## src/rtl/rng_sched_pkg.sv

```systemverilog
// ----------------------------------------------------------------------------
// rng_sched_pkg
// Shared types, default constants and the LFSR step function for the
// rng_stimulus_scheduler block.
//   sched_state_t : scheduler mode (IDLE / RUN)
//   DEFAULT_TAPS  : right-shift Galois mask for x^32+x^22+x^2+x+1
//   DEFAULT_SEED  : reset seed, also substituted for any zero seed load
//   lfsr_next()   : one right-shift Galois step on a zero-extended state
// ----------------------------------------------------------------------------
package rng_sched_pkg;

  typedef enum logic {
    IDLE = 1'b0,
    RUN  = 1'b1
  } sched_state_t;

  localparam logic [31:0] DEFAULT_TAPS = 32'h8020_0003;
  localparam logic [31:0] DEFAULT_SEED = 32'hACE1_1234;

  // Widest LFSR the step function supports; narrower states are zero-extended.
  localparam int LFSR_MAX_W = 64;

  // Right-shift Galois step. Zero-extension is harmless: the upper bits of a
  // narrower state and its taps stay zero through the shift and XOR.
  function automatic logic [LFSR_MAX_W-1:0] lfsr_next(
    input logic [LFSR_MAX_W-1:0] state,
    input logic [LFSR_MAX_W-1:0] taps
  );
    logic [LFSR_MAX_W-1:0] shifted;
    shifted = state >> 1;
    if (state[0]) begin
      lfsr_next = shifted ^ taps;
    end else begin
      lfsr_next = shifted;
    end
  endfunction

endpackage

```

## src/rtl/rr_arbiter.sv

```systemverilog
// ----------------------------------------------------------------------------
// rr_arbiter
// Purely combinational round-robin pick: the first set bit of req, scanning
// ptr, ptr+1, ... modulo N. The pointer register is owned by the parent.
//   req        in  N      request vector
//   ptr        in  IW     scan start position
//   gnt_onehot out N      one-hot grant (all zero when no request)
//   gnt_idx    out IW     index of the granted bit (0 when no request)
//   any        out 1      at least one request present
// ----------------------------------------------------------------------------
module rr_arbiter #(
  parameter int N  = 8,
  parameter int IW = (N > 1) ? $clog2(N) : 1
) (
  input  logic [N-1:0]  req,
  input  logic [IW-1:0] ptr,
  output logic [N-1:0]  gnt_onehot,
  output logic [IW-1:0] gnt_idx,
  output logic          any
);

  logic [2*N-1:0] dbl_s;
  logic [N-1:0]   rot_s;

  // Rotate the request vector so bit k of rot_s is request (ptr+k) mod N.
  assign dbl_s = {req, req} >> ptr;
  assign rot_s = dbl_s[N-1:0];

  // First set bit of the rotated vector, mapped back to an absolute index.
  always_comb begin
    any     = 1'b0;
    gnt_idx = '0;
    for (int k = 0; k < N; k++) begin
      if (!any && rot_s[k]) begin
        any     = 1'b1;
        gnt_idx = IW'((int'(ptr) + k) % N);
      end else begin
        any     = any;
      end
    end
  end

  // Expand the chosen index to a one-hot vector.
  always_comb begin
    if (any) begin
      gnt_onehot = N'(1'b1) << gnt_idx;
    end else begin
      gnt_onehot = '0;
    end
  end

endmodule

```

## src/rtl/rng_stimulus_scheduler.sv

```systemverilog
// ----------------------------------------------------------------------------
// rng_stimulus_scheduler
// One shared Galois LFSR time-multiplexed between NUM_CH requesters with
// round-robin arbitration. Seedable in IDLE; grants only in RUN.
//   clk, reset      clock and synchronous active-high reset
//   start / stop    pulses moving IDLE->RUN / RUN->IDLE (stop wins)
//   free_run        in RUN every channel is treated as requesting
//   seed_valid/data seed load, accepted only while seed_ready (IDLE)
//   ch_req          per-channel request for a fresh word
//   ch_valid        one-hot pulse marking the channel updated this cycle
//   ch_data         last word delivered to each channel (held)
//   busy            high in RUN
//   word_count      saturating count of grants since reset
// ----------------------------------------------------------------------------
module rng_stimulus_scheduler
  import rng_sched_pkg::*;
#(
  parameter int                    NUM_CH     = 8,
  parameter int                    CH_WIDTH   = 16,
  parameter int                    LFSR_WIDTH = 32,
  parameter logic [LFSR_WIDTH-1:0] TAPS       = LFSR_WIDTH'(DEFAULT_TAPS),
  parameter logic [LFSR_WIDTH-1:0] SEED       = LFSR_WIDTH'(DEFAULT_SEED)
) (
  input  logic                             clk,
  input  logic                             reset,
  input  logic                             start,
  input  logic                             stop,
  input  logic                             free_run,
  input  logic                             seed_valid,
  input  logic [LFSR_WIDTH-1:0]            seed_data,
  output logic                             seed_ready,
  input  logic [NUM_CH-1:0]                ch_req,
  output logic [NUM_CH-1:0]                ch_valid,
  output logic [NUM_CH-1:0][CH_WIDTH-1:0]  ch_data,
  output logic                             busy,
  output logic [31:0]                      word_count
);

  localparam int PW = $clog2(NUM_CH);

  sched_state_t                     state_q, state_d;
  logic [LFSR_WIDTH-1:0]            lfsr_q, lfsr_d;
  logic [NUM_CH-1:0][CH_WIDTH-1:0]  ch_data_q, ch_data_d;
  logic [NUM_CH-1:0]                ch_valid_q, ch_valid_d;
  logic [PW-1:0]                    rr_ptr_q, rr_ptr_d;
  logic [31:0]                      word_count_q, word_count_d;

  logic [NUM_CH-1:0]                arb_req_s;
  logic [NUM_CH-1:0]                gnt_onehot_s;
  logic [PW-1:0]                    gnt_idx_s;
  logic                             gnt_any_s;
  logic [LFSR_WIDTH-1:0]            lfsr_step_s;

  // Requests are only presented to the arbiter in RUN, so IDLE never grants.
  always_comb begin
    if (state_q == RUN) begin
      arb_req_s = free_run ? {NUM_CH{1'b1}} : ch_req;
    end else begin
      arb_req_s = '0;
    end
  end

  rr_arbiter #(
    .N  (NUM_CH),
    .IW (PW)
  ) u_arb (
    .req        (arb_req_s),
    .ptr        (rr_ptr_q),
    .gnt_onehot (gnt_onehot_s),
    .gnt_idx    (gnt_idx_s),
    .any        (gnt_any_s)
  );

  assign lfsr_step_s = LFSR_WIDTH'(lfsr_next(LFSR_MAX_W'(lfsr_q), LFSR_MAX_W'(TAPS)));

  // Next-state logic: seeding and start in IDLE, grants and stop in RUN.
  always_comb begin
    state_d      = state_q;
    lfsr_d       = lfsr_q;
    ch_data_d    = ch_data_q;
    ch_valid_d   = '0;
    rr_ptr_d     = rr_ptr_q;
    word_count_d = word_count_q;
    case (state_q)
      IDLE: begin
        // A zero seed would lock the LFSR, so it is replaced by SEED.
        if (seed_valid) begin
          lfsr_d = (seed_data == '0) ? SEED : seed_data;
        end else begin
          lfsr_d = lfsr_q;
        end
        if (start) begin
          state_d = RUN;
        end else begin
          state_d = IDLE;
        end
      end
      RUN: begin
        // The word handed out is the pre-advance LFSR value.
        if (gnt_any_s) begin
          ch_data_d[gnt_idx_s] = lfsr_q[CH_WIDTH-1:0];
          ch_valid_d           = gnt_onehot_s;
          lfsr_d               = lfsr_step_s;
          if (gnt_idx_s == PW'(NUM_CH - 1)) begin
            rr_ptr_d = '0;
          end else begin
            rr_ptr_d = gnt_idx_s + PW'(1);
          end
          if (word_count_q == 32'hFFFF_FFFF) begin
            word_count_d = word_count_q;
          end else begin
            word_count_d = word_count_q + 32'd1;
          end
        end else begin
          ch_valid_d = '0;
        end
        // stop still lets this cycle's grant complete; start is ignored here.
        if (stop) begin
          state_d = IDLE;
        end else begin
          state_d = RUN;
        end
      end
      default: begin
        state_d = IDLE;
      end
    endcase
  end

  // State and output registers; reset overrides every input.
  always_ff @(posedge clk) begin
    if (reset) begin
      state_q      <= IDLE;
      lfsr_q       <= SEED;
      ch_data_q    <= '0;
      ch_valid_q   <= '0;
      rr_ptr_q     <= '0;
      word_count_q <= 32'd0;
    end else begin
      state_q      <= state_d;
      lfsr_q       <= lfsr_d;
      ch_data_q    <= ch_data_d;
      ch_valid_q   <= ch_valid_d;
      rr_ptr_q     <= rr_ptr_d;
      word_count_q <= word_count_d;
    end
  end

  assign ch_data    = ch_data_q;
  assign ch_valid   = ch_valid_q;
  assign word_count = word_count_q;
  assign busy       = (state_q == RUN);
  assign seed_ready = (state_q == IDLE);

endmodule
```

## config.mk

```make
export PLATFORM = sky130hd
export DESIGN_NAME = rng_stimulus_scheduler
export DESIGN_NICKNAME = d
export VERILOG_FILES = /design/src/rtl/rng_sched_pkg.sv /design/src/rtl/rr_arbiter.sv /design/src/rtl/rng_stimulus_scheduler.sv
export SDC_FILE = /design/constraint.sdc
export NUM_CORES = 1
export LEC_CHECK = 0
export CELL_PAD_IN_SITES_DETAIL_PLACEMENT = 0
export CELL_PAD_IN_SITES_GLOBAL_PLACEMENT = 1
export CORE_UTILIZATION = 38
export DETAILED_ROUTE_END_ITERATION = 6
export GPL_TIMING_DRIVEN = 1
export PLACE_DENSITY_LB_ADDON = 0.1
export SYNTH_ARGS = -nofsm -noshare
export SYNTH_HDL_FRONTEND = slang
export SYNTH_SLANG_ARGS = --single-unit
```

## constraint.sdc

```tcl
create_clock -name clk -period 4.4 [get_ports clk]
set_input_delay 0.44 -clock clk [delete_from_list [all_inputs] [get_ports clk]]
set_output_delay 0.44 -clock clk [all_outputs]
set_load 0.05 [all_outputs]
```

==> impl_metrics.json <==
{
  "multi_input_area_um2": 4770,
  "grt_pass1_vias": 7216,
  "antenna_found_initial": 0,
  "maxCapViolations": 0,
  "overflow": 0,
  "crit_chain": "mux2i_1, and2_1, or4_1, and4_4, a221oi_2, o32ai_2, or2_1, buf_4, or3_1, mux2i_1",
  "drt_iter0_drc": 274,
  "slowest_delay_ns": 0.73,
  "cts-root-buf": "clkbuf_16",
  "gp_congestion": 0.806,
  "status": "finished, final reports clean",
  "area.growth.synth_to_final_pct": 33.8,
  "p_seq_frac": 0.321,
  "worstSetupStartpointType": "flip-flop",
  "clkPwrFrac": 0.253,
  "critPathMaxFanout": 10,
  "ys_seq_elements": 204,
  "ys.flop_type": "dfxtp_1",
  "crit_buf_inv": 1,
  "synth_fp_nets": 998,
  "synth-edff-count": 0,
  "vias_per_cell": 5.09,
  "crit_family": "simple AND/OR/NAND/NOR gates",
  "grt_setup_unrepaired": "no",
  "period_share": 0.916,
  "die_area_um2": 25000,
  "path_common_cell": "mux2i_1",
  "tightest_slew_ns": 0.949,
  "antenna_left": 0,
  "cts.path.max_buffers": 3,
  "drt_first_pass_iters": 5,
  "io_pins": 216,
  "cp.arrival_ns": 4.41,
  "nFillCells": 2245,
  "dpl.hpwl_um": 18300,
  "ys_seq_area_frac": 0.441,
  "via_count": 7477,
  "fin_skew_ns": 0.00883,
  "clk_pin_slew_ns": 0.06,
  "syn_inst": 947,
  "layout-drive-gt1-share": 0.0730,
  "placed_cell_area_um2": 11600,
  "syn_area_per_cell_um2": 9.78,
  "hold_class": "flip-flop to flip-flop",
  "ys_types": 65,
  "holdCritStartpoint": "lfsr_q[23]",
  "core-area_um2": 23700,
  "p_leak_nw": 5.05,
  "finalWorstSetupSlack_ns": 0.369,
  "combPwrFrac": 0.425,
  "r2r_slack_ns": 0.37,
  "ctsHoldBuffers": 0,
  "cts_sinks": 204,
  "crit_start": "rr_ptr_q[0]",
  "final_area_um2": 12400,
  "synth_warnings": 0,
  "core.rowCount": 56,
  "max_freq_ghz": 0.248,
  "grt_usage": 0.204,
  "cp.required_ns": 4.77,
  "cts_resized": 0,
  "max_slew_margin": 0.362,
  "finalHoldViolCount": 0,
  "ir_worst_vdd_mv": 0.296,
  "setup-violations-final": 0,
  "port_buffers": 215,
  "r2r_start": "rr_ptr_q[0]",
  "drt-total-wl_um": 26000,
  "intPower_mw": 4.45,
  "endpoint_kind": "flip-flop",
  "die_x_um": 158,
  "netlist_area_um2": 9260,
  "cts_tree": "done",
  "critPathSlowestCell": "dfxtp_1",
  "die_y_um": 158,
  "start_util": 0.391,
  "wl_per_cell_um": 17.7,
  "grt_busiest_layer": "met2",
  "preCtsSetupSlack_ns": 0.168,
  "power.density_nw_per_um2": 600,
  "p_total_mw": 7.43,
  "cts_made_buffers": 24,
  "synthArstFlopShare": 0,
  "grt_max_degree": 95,
  "drc_errors": 0,
  "regArea_um2": 4080,
  "grt_first_pass_wirelength_um": 40000,
  "cts_setup_buffers": 0,
  "use_met1": 0.277,
  "slew_viol_final": 0,
  "grt_use_met2": 0.330,
  "setup-tns-final_ns": 0,
  "clk_latency_ns": 0.52,
  "critPathKind": "flip-flop to flip-flop",
  "fin_crit_ns": 4.03,
  "htree_levels": 1,
  "final_nets": 1188,
  "diodes": 0,
  "p_sw_frac": 0.401,
  "p_switching_mw": 2.98,
  "met3_usage": 0.0372
}
==> routing by layer <==
layer	vias up	share of wire	routed length, um
met2	212	0.46	11900
met1	3543	0.46	11900
met4	0	0.021	537
li1	3683	-	-
met5	-	0	0
met3	39	0.061	1580
==> state kept, by name, indices dropped and copies added, names as in the netlist <==
register,flops
lfsr_q,32
word_count,32
ch_valid,8
rr_ptr_q,3
busy,1
ch_data,128
==> worst reg2reg max path, stage by stage (launching register included) <==
cell and delay [ns]:
dfxtp_1 0.73, mux2i_1 0.32, and2_1 0.25, or4_1 0.62
and4_4 0.23, a221oi_2 0.33, o32ai_2 0.12, or2_1 0.27
buf_4 0.18, or3_1 0.64, mux2i_1 0.21
==> layout by cell type, fill, tap and decap left out, types with 6 or more instances in the layout <==
cell	count
clkdlybuf4s50_1	214
dfxtp_1	204
mux2i_1	151
nand2b_1	146
nor2_1	80
nand2_1	28
buf_4	28
xor2_1	25
clkbuf_16	24
a211oi_1	20
nand3_1	18
nand4_1	18
and3_1	15
a211o_1	15
xnor2_1	12
o22ai_1	12
nor4_1	10
nor3_1	8
inv_1	7
a21oi_1	7
and2_1	7
clkbuf_8	7
clkbuf_1	7
o21ai_0	6
==> stage by stage <==
| stage | cells | hold WS, ns | utilization |
|---|---|---|---|
| floorplan | 947 | 0.435 | - |
| global placement | 1430 | 0.447 | 0.491 |
| detailed placement | 1430 | 0.454 | 0.491 |
| CTS | 1470 | 0.468 | 0.523 |
| global route | 1470 | 0.489 | 0.523 |
| finish | 1470 | 0.464 | 0.523 |
==> logic make-up (layout without fill, tap and decap cells) <==
logic type | after synthesis | count (layout) | synth area share
compound gates | 98 | 98 | 0.0812
simple gates | 361 | 361 | 0.217
mux | 156 | 156 | 0.174
flops | 204 | 204 | 0.441
buf+inv | 86 | 290 | 0.0443
xor+xnor | 37 | 37 | 0.0350
fa+ha+maj | 5 | 5 | 0.00676
==> area by class of cell <==
type	count	area share
Clock inverter	2	0.00202
Timing Repair Buffer	242	0.190
Inverter	8	0.00263
Sequential cell	204	0.330
Clock buffer	38	0.0584
Tap cell	319	0.0322
Multi-Input combinational cell	657	0.385
==> Yosys cell counts, drive strengths merged, types with 2 or more instances <==
cell type	count	share of area
dfxtp	204	0.44
or4	3	0.0024
ha	5	0.0068
a31oi	2	0.0014
a32o	2	0.0022
buf	42	0.026
and4	4	0.0041
nor3b	4	0.0038
o21ai	7	0.0038
o221ai	3	0.0028
or3	3	0.0020
clkbuf	36	0.015
and2	7	0.0047
nor4	10	0.0068
a22oi	5	0.0041
nand2b	146	0.099
nand3b	3	0.0024
a221oi	6	0.0063
nand2	29	0.012
xor2	25	0.024
xnor2	12	0.011
a211o	15	0.014
and3	15	0.010
o22ai	12	0.0081
mux4	3	0.0073
nor2	82	0.034
a32oi	5	0.0047
a21oi	8	0.0043
a211oi	20	0.016
nor3	10	0.0072
or2	5	0.0034
nand3	19	0.011
mux2i	153	0.17
nand4	19	0.014
o32a	2	0.0022
inv	8	0.0035
o211ai	2	0.0016
==> power groups by stage <==
stage | registers, mW | clock network [mW] | logic [mW]
3_3_place_gp | 2.42 | 0 | 3.18
5_1_grt | 2.43 | 2.01 | 3.35
6_report | 2.39 | 1.88 | 3.16
2_1_floorplan | 3.27 | 0 | 1.38
4_1_cts | 2.39 | 1.93 | 3.19
3_5_place_dp | 2.43 | 0 | 3.18
==> final timing paths <==
check / endpoint / cells after the start
worst max-delay path: ch_data[107] / 10
worst min-delay path: lfsr_q[23] / 1
worst max register to register: ch_data[107] / 10
worst min register to register: lfsr_q[23] / 1
Note: power is estimated with default switching activity, not from simulation.
